<file path="config.mk">
export PLATFORM = sky130hd
export DESIGN_NAME = rf_wr_arbiter_flat
export DESIGN_NICKNAME = d
export VERILOG_FILES = /design/src/rtl/rf_wr_arbiter_if.sv /design/src/rtl/rf_wr_arbiter.sv /design/src/flat_wrapper.sv
export SDC_FILE = /design/constraint.sdc
export NUM_CORES = 1
export LEC_CHECK = 0
export ABC_AREA = 1
export CAP_MARGIN = 20
export CORE_ASPECT_RATIO = 0.6
export CORE_MARGIN = 2
export CORE_UTILIZATION = 30
export DETAILED_ROUTE_END_ITERATION = 12
export HOLD_SLACK_MARGIN = 0.02
export PLACE_DENSITY = 0.68
export SYNTH_ARGS = -nofsm -noshare
export SYNTH_HDL_FRONTEND = slang
export SYNTH_SLANG_ARGS = --single-unit
export TNS_END_PERCENT = 10
</file>
<file path="constraint.sdc">
create_clock -name i_clk -period 3.7 [get_ports i_clk]
set_input_delay 1.11 -clock i_clk [delete_from_list [all_inputs] [get_ports i_clk]]
set_output_delay 1.11 -clock i_clk [all_outputs]
set_load 0.05 [all_outputs]
</file>
<file path="src/rtl/rf_wr_arbiter_if.sv">
// Register-file write-port bundle: two writeback requesters, the registered
// write-port drive, and the two read-channel forwarding compares.
interface rf_wr_arbiter_if #(
  parameter int N_DATA = 32,
  parameter int N_ADDR = 5
) ();

  logic              req_0_valid;
  logic [N_ADDR-1:0] req_0_addr;
  logic [N_DATA-1:0] req_0_data;
  logic              req_0_ready;

  logic              req_1_valid;
  logic [N_ADDR-1:0] req_1_addr;
  logic [N_DATA-1:0] req_1_data;
  logic              req_1_ready;

  logic              w_en;
  logic [N_ADDR-1:0] addr_w;
  logic [N_DATA-1:0] w_data;

  logic [N_ADDR-1:0] fwd_addr_1;
  logic              fwd_hit_1;
  logic [N_DATA-1:0] fwd_data_1;
  logic [N_ADDR-1:0] fwd_addr_2;
  logic              fwd_hit_2;
  logic [N_DATA-1:0] fwd_data_2;

  // Requesters plus register-file side.
  modport master (
    output req_0_valid, req_0_addr, req_0_data,
    input  req_0_ready,
    output req_1_valid, req_1_addr, req_1_data,
    input  req_1_ready,
    input  w_en, addr_w, w_data,
    output fwd_addr_1, fwd_addr_2,
    input  fwd_hit_1, fwd_data_1, fwd_hit_2, fwd_data_2
  );

  // Arbiter side.
  modport slave (
    input  req_0_valid, req_0_addr, req_0_data,
    output req_0_ready,
    input  req_1_valid, req_1_addr, req_1_data,
    output req_1_ready,
    output w_en, addr_w, w_data,
    input  fwd_addr_1, fwd_addr_2,
    output fwd_hit_1, fwd_data_1, fwd_hit_2, fwd_data_2
  );

endinterface

</file>
<file path="src/rtl/rf_wr_arbiter.sv">
// Round-robin arbiter sharing the register-file write port between ALU and
// load writeback, with a registered write drive and per-read-channel bypass.
module rf_wr_arbiter #(
  parameter int N_DATA = 32,
  parameter int N_ADDR = 5,
  parameter int CNT_W  = 8
) (
  input  logic             i_clk,
  input  logic             arst,
  rf_wr_arbiter_if.slave   bus,
  output logic [CNT_W-1:0] drop_cnt
);

  localparam int N_REQ = 2;
  localparam int N_CH  = 2;

  logic [N_REQ-1:0] req_valid;
  logic [N_ADDR-1:0] req_addr [N_REQ];
  logic [N_DATA-1:0] req_data [N_REQ];
  logic [N_REQ-1:0] gnt;

  logic              last_grant_reg;
  logic              w_en_reg;
  logic [N_ADDR-1:0] addr_w_reg;
  logic [N_DATA-1:0] w_data_reg;
  logic [CNT_W-1:0]  drop_cnt_reg;

  logic              xfer;
  logic              sel_idx;
  logic [N_ADDR-1:0] sel_addr;
  logic [N_DATA-1:0] sel_data;

  assign req_valid   = {bus.req_1_valid, bus.req_0_valid};
  assign req_addr[0] = bus.req_0_addr;
  assign req_addr[1] = bus.req_1_addr;
  assign req_data[0] = bus.req_0_data;
  assign req_data[1] = bus.req_1_data;

  // On a tie the requester that did not win last time takes the port.
  always_comb begin
    gnt = '0;
    if (arst) begin
      gnt[0] = req_valid[0] & (~req_valid[1] | last_grant_reg);
      gnt[1] = req_valid[1] & (~req_valid[0] | ~last_grant_reg);
    end
  end

  assign bus.req_0_ready = gnt[0];
  assign bus.req_1_ready = gnt[1];

  assign xfer     = |gnt;
  assign sel_idx  = gnt[1];
  assign sel_addr = req_addr[sel_idx];
  assign sel_data = req_data[sel_idx];

  always_ff @(posedge i_clk) begin
    if (!arst) begin
      last_grant_reg <= 1'b1;
      w_en_reg       <= 1'b0;
      addr_w_reg     <= '0;
      w_data_reg     <= '0;
      drop_cnt_reg   <= '0;
    end else begin
      w_en_reg <= 1'b0;
      if (xfer) begin
        last_grant_reg <= sel_idx;
        if (sel_addr != '0) begin
          w_en_reg   <= 1'b1;
          addr_w_reg <= sel_addr;
          w_data_reg <= sel_data;
        end else if (drop_cnt_reg != {CNT_W{1'b1}}) begin
          // Register 0 is hardwired; acknowledge the write but only count it.
          drop_cnt_reg <= drop_cnt_reg + 1'b1;
        end
      end
    end
  end

  assign bus.w_en   = w_en_reg;
  assign bus.addr_w = addr_w_reg;
  assign bus.w_data = w_data_reg;
  assign drop_cnt   = drop_cnt_reg;

  logic [N_ADDR-1:0] fwd_addr [N_CH];
  logic              fwd_hit  [N_CH];
  logic [N_DATA-1:0] fwd_data [N_CH];

  assign fwd_addr[0] = bus.fwd_addr_1;
  assign fwd_addr[1] = bus.fwd_addr_2;

  generate
    for (genvar gi = 0; gi < N_CH; gi++) begin : g_fwd
      assign fwd_hit[gi]  = w_en_reg & (addr_w_reg == fwd_addr[gi]) & (addr_w_reg != '0);
      assign fwd_data[gi] = fwd_hit[gi] ? w_data_reg : '0;
    end
  endgenerate

  assign bus.fwd_hit_1  = fwd_hit[0];
  assign bus.fwd_data_1 = fwd_data[0];
  assign bus.fwd_hit_2  = fwd_hit[1];
  assign bus.fwd_data_2 = fwd_data[1];

endmodule

</file>
<file path="src/flat_wrapper.sv">
// flat-port wrapper written by rule: the top's interface ports become plain ports
module rf_wr_arbiter_flat 
#(
  parameter int N_DATA = 32,
  parameter int N_ADDR = 5,
  parameter int CNT_W  = 8
)
  (i_clk, arst, drop_cnt, bus_req_0_valid, bus_req_0_addr, bus_req_0_data, bus_req_0_ready, bus_req_1_valid, bus_req_1_addr, bus_req_1_data, bus_req_1_ready, bus_w_en, bus_addr_w, bus_w_data, bus_fwd_addr_1, bus_fwd_addr_2, bus_fwd_hit_1, bus_fwd_data_1, bus_fwd_hit_2, bus_fwd_data_2);
  rf_wr_arbiter_if #(.N_DATA(N_DATA), .N_ADDR(N_ADDR)) bus_i ();
  input  logic i_clk;
  input  logic arst;
  output logic [CNT_W-1:0] drop_cnt;
  input wire logic [$bits(bus_i.req_0_valid)-1:0] bus_req_0_valid;
  input wire logic [$bits(bus_i.req_0_addr)-1:0] bus_req_0_addr;
  input wire logic [$bits(bus_i.req_0_data)-1:0] bus_req_0_data;
  output wire logic [$bits(bus_i.req_0_ready)-1:0] bus_req_0_ready;
  input wire logic [$bits(bus_i.req_1_valid)-1:0] bus_req_1_valid;
  input wire logic [$bits(bus_i.req_1_addr)-1:0] bus_req_1_addr;
  input wire logic [$bits(bus_i.req_1_data)-1:0] bus_req_1_data;
  output wire logic [$bits(bus_i.req_1_ready)-1:0] bus_req_1_ready;
  output wire logic [$bits(bus_i.w_en)-1:0] bus_w_en;
  output wire logic [$bits(bus_i.addr_w)-1:0] bus_addr_w;
  output wire logic [$bits(bus_i.w_data)-1:0] bus_w_data;
  input wire logic [$bits(bus_i.fwd_addr_1)-1:0] bus_fwd_addr_1;
  input wire logic [$bits(bus_i.fwd_addr_2)-1:0] bus_fwd_addr_2;
  output wire logic [$bits(bus_i.fwd_hit_1)-1:0] bus_fwd_hit_1;
  output wire logic [$bits(bus_i.fwd_data_1)-1:0] bus_fwd_data_1;
  output wire logic [$bits(bus_i.fwd_hit_2)-1:0] bus_fwd_hit_2;
  output wire logic [$bits(bus_i.fwd_data_2)-1:0] bus_fwd_data_2;
  assign bus_i.req_0_valid = bus_req_0_valid;
  assign bus_i.req_0_addr = bus_req_0_addr;
  assign bus_i.req_0_data = bus_req_0_data;
  assign bus_req_0_ready = bus_i.req_0_ready;
  assign bus_i.req_1_valid = bus_req_1_valid;
  assign bus_i.req_1_addr = bus_req_1_addr;
  assign bus_i.req_1_data = bus_req_1_data;
  assign bus_req_1_ready = bus_i.req_1_ready;
  assign bus_w_en = bus_i.w_en;
  assign bus_addr_w = bus_i.addr_w;
  assign bus_w_data = bus_i.w_data;
  assign bus_i.fwd_addr_1 = bus_fwd_addr_1;
  assign bus_i.fwd_addr_2 = bus_fwd_addr_2;
  assign bus_fwd_hit_1 = bus_i.fwd_hit_1;
  assign bus_fwd_data_1 = bus_i.fwd_data_1;
  assign bus_fwd_hit_2 = bus_i.fwd_hit_2;
  assign bus_fwd_data_2 = bus_i.fwd_data_2;
  rf_wr_arbiter #(.N_DATA(N_DATA), .N_ADDR(N_ADDR), .CNT_W(CNT_W)) u_core (.i_clk(i_clk), .arst(arst), .bus(bus_i), .drop_cnt(drop_cnt));
endmodule
</file>
# Word level (Yosys, flattened, before mapping)
# Index checks and enable logic that the tools add are counted.
[totals]
register_bits = 47
latchBits = 0
ram_bits = 0
romBits = 0
in_bits = 88
out_inout_bits = 114
word_cells = 39
mem_count = 0
[classes]
n_addsub = 1
n_mul = 0
div_mod_pow = 0
magnitude_cmp = 1
n_eq_ne = 3
shifts = 0
n_mux = 10
n_bitwise = 13
n_reduce_logical = 6
[ops]
columns = ["operator", "count"]
rows = [
  ["32-bit two-way mux", 5],
  ["5-bit two-way mux", 3],
  ["5-bit equality test", 2],
  ["5-bit nonzero test", 2],
  ["8-bit by 1-bit adder with 8-bit output (second input constant)", 1],
  ["8-bit inequality test (second input constant)", 1],
  ["1-bit AND", 6],
  ["1-bit NOT", 4],
  ["2-bit AND reduction", 2],
  ["3-bit AND reduction", 1],
  ["2-bit >= comparator (second input constant)", 1],
  ["2-bit two-way mux", 1],
  ["1-bit NOT with 2-bit output", 1],
  ["1-bit OR", 2],
  ["2-bit OR reduction", 1],
  ["1-bit two-way mux", 1],
]

# Logic depth before layout (Yosys ltp)
[depth]
ltp_word = 11
depth_mapped = 13
mapped_depth_nobuf = 11

# Worst setup path before layout
# Ideal clock, no wire load.
[synth_timing]
path_type = "in2out"
start = "in bus_fwd_addr_1[4]"
end = "out bus_fwd_data_1[22]"
t_arrival_ns = 2.516
required_time_ns = 2.590
slack_ns = 0.074
cell_stages = 6
path_buffers = 1
cell_sequence = "xnor2_1 > o211ai_1 > nor3b_1 > nand2_1 > clkbuf_1 > nor2_1"
[synth_between]
elab_chain_cells = 4
[synth_lines]
columns = ["element", "line", "rtl"]
rows = [
  ["from (decl)", "flat_wrapper.sv:24", "input wire logic [$bits(bus_i.fwd_addr_1)-1:0] bus_fwd_addr_1;"],
  ["5-bit equality test", "rf_wr_arbiter.sv:93", "assign fwd_hit[gi] = w_en_reg & (addr_w_reg == fwd_addr[gi]) & (addr_w_reg != '0);"],
  ["1-bit AND (2 in a row)", "rf_wr_arbiter.sv:93", ""],
  ["32-bit two-way mux", "rf_wr_arbiter.sv:94", "assign fwd_data[gi] = fwd_hit[gi] ? w_data_reg : '0;"],
  ["to (decl)", "flat_wrapper.sv:27", "output wire logic [$bits(bus_i.fwd_data_1)-1:0] bus_fwd_data_1;"],
]
# No other way between the ends.

# Worst setup path after layout
[layout_timing]
start = "in bus_fwd_addr_1[0]"
end = "out bus_fwd_data_1[30]"
# Same word-level chain as after synthesis.

==> summary.txt <==
Slew at the pin closest to its max-slew limit - 0.9368 ns
Core Box Area - 10,520 sq um
Count of buffers inserted at the top-level ports - 201
Worst slew margin relative to its limit - 0.3745
Cell taking the most area after synthesis - sky130_fd_sc_hd__dfxtp_1
Critical Path Fanout Max - 8
DRT Wirelength - 13.69 mm
Sequential share of the synthesized area - 0.2909
Total clock sinks - 47
Final layout net count - 825
Max FFs per register - 32
All-layer global routing usage - 0.2108
Cell repeated most along the worst path - sky130_fd_sc_hd__nand2_1
Die area - 11,660 sq um
TritonCTS clock tree - built
I/O pin count - 202
Worst-case vdd ir drop - 0.2420 mV
CP startpoint kind - primary input
Synth Cell Area - 3234 sq um
Cells after synthesis - 538
Maximum clock path buffer count - 2
Main combinational cell family by area after synthesis - simple AND/OR/NAND/NOR gates
Final-layout worst hold slack - 0.5027 ns
Number of filler instances in the final layout - 901
Final Max Tran Viols - 0
Effective utilization at floorplan - 0.3074
Reported max-cap violation count - 0
Gpl congestion - 0.8589
Worst path slowest cell - sky130_fd_sc_hd__a211oi_2
Portion of the clock cycle consumed by the worst path in the final layout - 0.9591
Final critical-path setup slack - 0.1513 ns
Avg Inst Size Synth - 6.012 sq um
Worst Setup Slack post-DPL - -0.1652 ns
First-pass iteration count of the detailed router - 5
Synth Register Bits - 47
Vias per std cell - 4.663
Synth warn - 0
Post-layout utilization of the core - 0.6472
Multi-input logic area - 2297 sq um
Ys flop type - sky130_fd_sc_hd__dfxtp_1
Die Ht - 84.43 microns
Count of vias placed by the detailed router - 4,085
Proportion of layout cells with a drive suffix above 1 - 0.2880
Setup repair after global routing missed its margin - false
Share of the synthesized area in the top cell type - 0.2909
Detailed placer's ending HPWL - 9.809 mm
Final hold violation count - 0
Portion of netlist area occupied by mux cells - 0
Final cell area excluding filler cells - 6810 sq um
Number of rows in the core area - 29
Via count of the first global-routing pass - 3,833
Area occupied by registers - 940.9 sq um
Compound-cell area share of the yosys netlist - 0.04023
Clock latency on the worst-skew pair - 0.28 ns
Setup-violating endpoint count in the final report - 0
Placed Instance Area - 6043 sq um
Delay of the slowest cell on the worst path - 0.28 ns
Stages on worst setup path - 8
Fraction of registers with async set/reset - 0
Reg-to-Reg Start - u_core.last_grant_reg$_SDFFE_PN1P_
Arrival @ worst endpoint - 2.44 ns
Number of antenna violations at the first check in global routing - 1
Cells along the critical path - dlygate4sd2_1, nand2_1, nand2_1, a211oi_2, nand2_4, clkbuf_16, nor2_4, buf_12
Leak - 2.880 nW
Final Instance Count excl. Fillers - 876
Critical path's top delay family - buffers and inverters
Number of levels in the clock H-tree - 2
Netlist cell types - 30
Average detailed-routed wire length per instance - 15.63 microns
Number of buffers and inverters on the critical path - 3
Count of antenna-violating nets left after detailed routing - 0
Total clock buffers created by CTS - 5
Leading post-synthesis cells by cell area - sky130_fd_sc_hd__dfxtp_1 29%, sky130_fd_sc_hd__nand2_1 20%, sky130_fd_sc_hd__nor2_1 13%
FF-to-FF setup slack - 1.44 ns
Worst setup skew after layout - 0.005514 ns
Endpoint type of the worst setup path - output port
Launch point of the critical path - bus_fwd_addr_1[0]
Chip width - 138.0 microns
Number of enable flip-flop cells after synthesis - 0
Result of the run - complete, no violations
Final routed DRC violation total - 0
Largest net degree at the start of global routing - 39
Worst setup path end - bus_fwd_data_1[30]
Violation count after the first detailed-routing iteration - 178
Adder-cell share of the synthesized area - 0.003868
Clock root buffer master - sky130_fd_sc_hd__clkbuf_16
CTS clock-pin slew for the worst setup and hold paths - 0.06 ns
Maximum achievable frequency - 0.2818 GHz
Wire length of the first global-routing pass - 19.96 mm
Total placed cells including tap cells - 862
Startpoint-to-endpoint class of the critical path - primary input to output port
Fraction of synthesized cell area in xor and xnor cells - 0.02437
Reg-to-Reg End - u_core.bus.w_data[26]$_SDFFE_PN0P_
Total power divided by cell area - 256.2 nW/um^2
Required time of the critical path - 2.59 ns
Class of the worst hold path - register to register
Post-Synth Simple-Gate Area - 0.5191
Synthesis-to-finish area growth - 110.6%
Final global-route overflow total - 0
Logic depth of the worst register-to-register path - 9
Post-Syn Nets - 627
Crit path time final - 3.549 ns
## layout make-up
type / instances / share of cell area
multi-input cells: 403 / 0.3373
inverters: 60 / 0.03307
well taps: 139 / 0.02554
flip-flops and latches: 47 / 0.1382
clock buffers: 6 / 0.01892
repair buffers: 219 / 0.4422
clock inverters: 1 / 0.004409
diodes: 1 / 0.0003674
## cells in the final DEF, fill, tap and decap left out, drive strengths merged
| cell | instances |
|---|---|
| nand2 | 175 |
| nor2 | 141 |
| clkdlybuf4s50 | 123 |
| buf | 81 |
| inv | 60 |
| dfxtp | 47 |
| nand3b | 33 |
| nand3 | 20 |
| clkbuf | 12 |
| a21oi | 11 |
| dlymetal6s2s | 8 |
| xor2 | 6 |
| xnor2 | 3 |
| o21ai | 2 |
| o211ai | 2 |
| nor3b | 2 |
| or2 | 2 |
| diode | 1 |
| nor3 | 1 |
| a211oi | 1 |
| o22ai | 1 |
| o211a | 1 |
| o21bai | 1 |
| ha | 1 |
| bufinv | 1 |
| dlygate4sd2 | 1 |
## cells in the mapped netlist (2+ instances only)
| master | instances |
|---|---|
| sky130_fd_sc_hd__nand2_1 | 170 |
| sky130_fd_sc_hd__nor2_1 | 109 |
| sky130_fd_sc_hd__inv_1 | 56 |
| sky130_fd_sc_hd__dfxtp_1 | 47 |
| sky130_fd_sc_hd__nand3b_1 | 33 |
| sky130_fd_sc_hd__nor2_2 | 31 |
| sky130_fd_sc_hd__nand3_1 | 18 |
| sky130_fd_sc_hd__clkbuf_1 | 13 |
| sky130_fd_sc_hd__a21oi_1 | 10 |
| sky130_fd_sc_hd__buf_2 | 8 |
| sky130_fd_sc_hd__buf_6 | 7 |
| sky130_fd_sc_hd__xor2_1 | 6 |
| sky130_fd_sc_hd__inv_2 | 4 |
| sky130_fd_sc_hd__nand2_2 | 4 |
| sky130_fd_sc_hd__xnor2_1 | 3 |
| sky130_fd_sc_hd__nand3_2 | 2 |
| sky130_fd_sc_hd__nor3b_1 | 2 |
| sky130_fd_sc_hd__o211ai_1 | 2 |
| sky130_fd_sc_hd__or2_2 | 2 |
## worst min path at each step
stage | cells past startpoint | to | slack [ns] | startpoint
3_5_place_dp | 2 | u_core.bus.w_data[9]$_SDFFE_PN0P_ | 0.49 | u_core.bus.w_data[9]$_SDFFE_PN0P_
3_3_place_gp | 2 | u_core.bus.addr_w[1]$_SDFFE_PN0P_ | 0.47 | u_core.bus.addr_w[1]$_SDFFE_PN0P_
5_1_grt | 2 | u_core.bus.addr_w[1]$_SDFFE_PN0P_ | 0.52 | u_core.bus.addr_w[1]$_SDFFE_PN0P_
6_report | 2 | u_core.bus.w_data[9]$_SDFFE_PN0P_ | 0.50 | u_core.bus.w_data[9]$_SDFFE_PN0P_
4_1_cts | 2 | u_core.bus.w_data[9]$_SDFFE_PN0P_ | 0.50 | u_core.bus.w_data[9]$_SDFFE_PN0P_
2_1_floorplan | 2 | u_core.last_grant_reg$_SDFFE_PN1P_ | 0.51 | u_core.last_grant_reg$_SDFFE_PN1P_
## repair_timing
| item | CTS | global route |
|---|---|---|
| gates cloned | 1 | 5 |
| resized for setup | 56 | 80 |
| hold buffers | 0 | 0 |
| buffers inserted | 0 | 0 |
| setup endpoints to repair | 57 | 66 |
| endpoints found under the hold margin | 0 | 0 |
| pin swaps | 1 | 11 |
## per-stage QoR
stage / total power [mW] / TNS, ns
global route: 1.828 / 0
floorplan: 0.9576 / 0
CTS: 1.724 / -1.226
finish: 1.745 / 0
detailed placement: 1.202 / -4.296
global placement: 1.192 / -1.902
## logic make-up (layout without fill, tap and decap cells)
kind of cell	Yosys count	count (layout)
buffers and inverters	88	286
adder cells (fa/ha/maj)	1	1
AO/OA/AOI/OAI	19	19
other	0	1
AND/OR/NAND/NOR	374	374
flip-flops	47	47
XOR/XNOR	9	9
## worst min-delay path, cell delays in order, from the launching register on
cell and delay (ns):
sky130_fd_sc_hd__dfxtp_1 0.32, sky130_fd_sc_hd__nor2_1 0.10, sky130_fd_sc_hd__nor2_1 0.05
## routing by layer
layer	vias up	track usage	wire length (microns)
met2	165	0.3659	6756
met3	13	0.04621	892
met4	0	0.05195	176
li1	2014	-	-
met5	-	0	0
met1	1893	0.2688	5867
## power by group
group          internal [mW]  switching (mW)  leakage (nW)
registers              0.547          0.0438         0.387
clock network          0.316           0.186        0.0769
logic                  0.261           0.391          2.42
total                   1.12           0.621          2.88
Note: power is estimated with default switching activity, not from simulation.
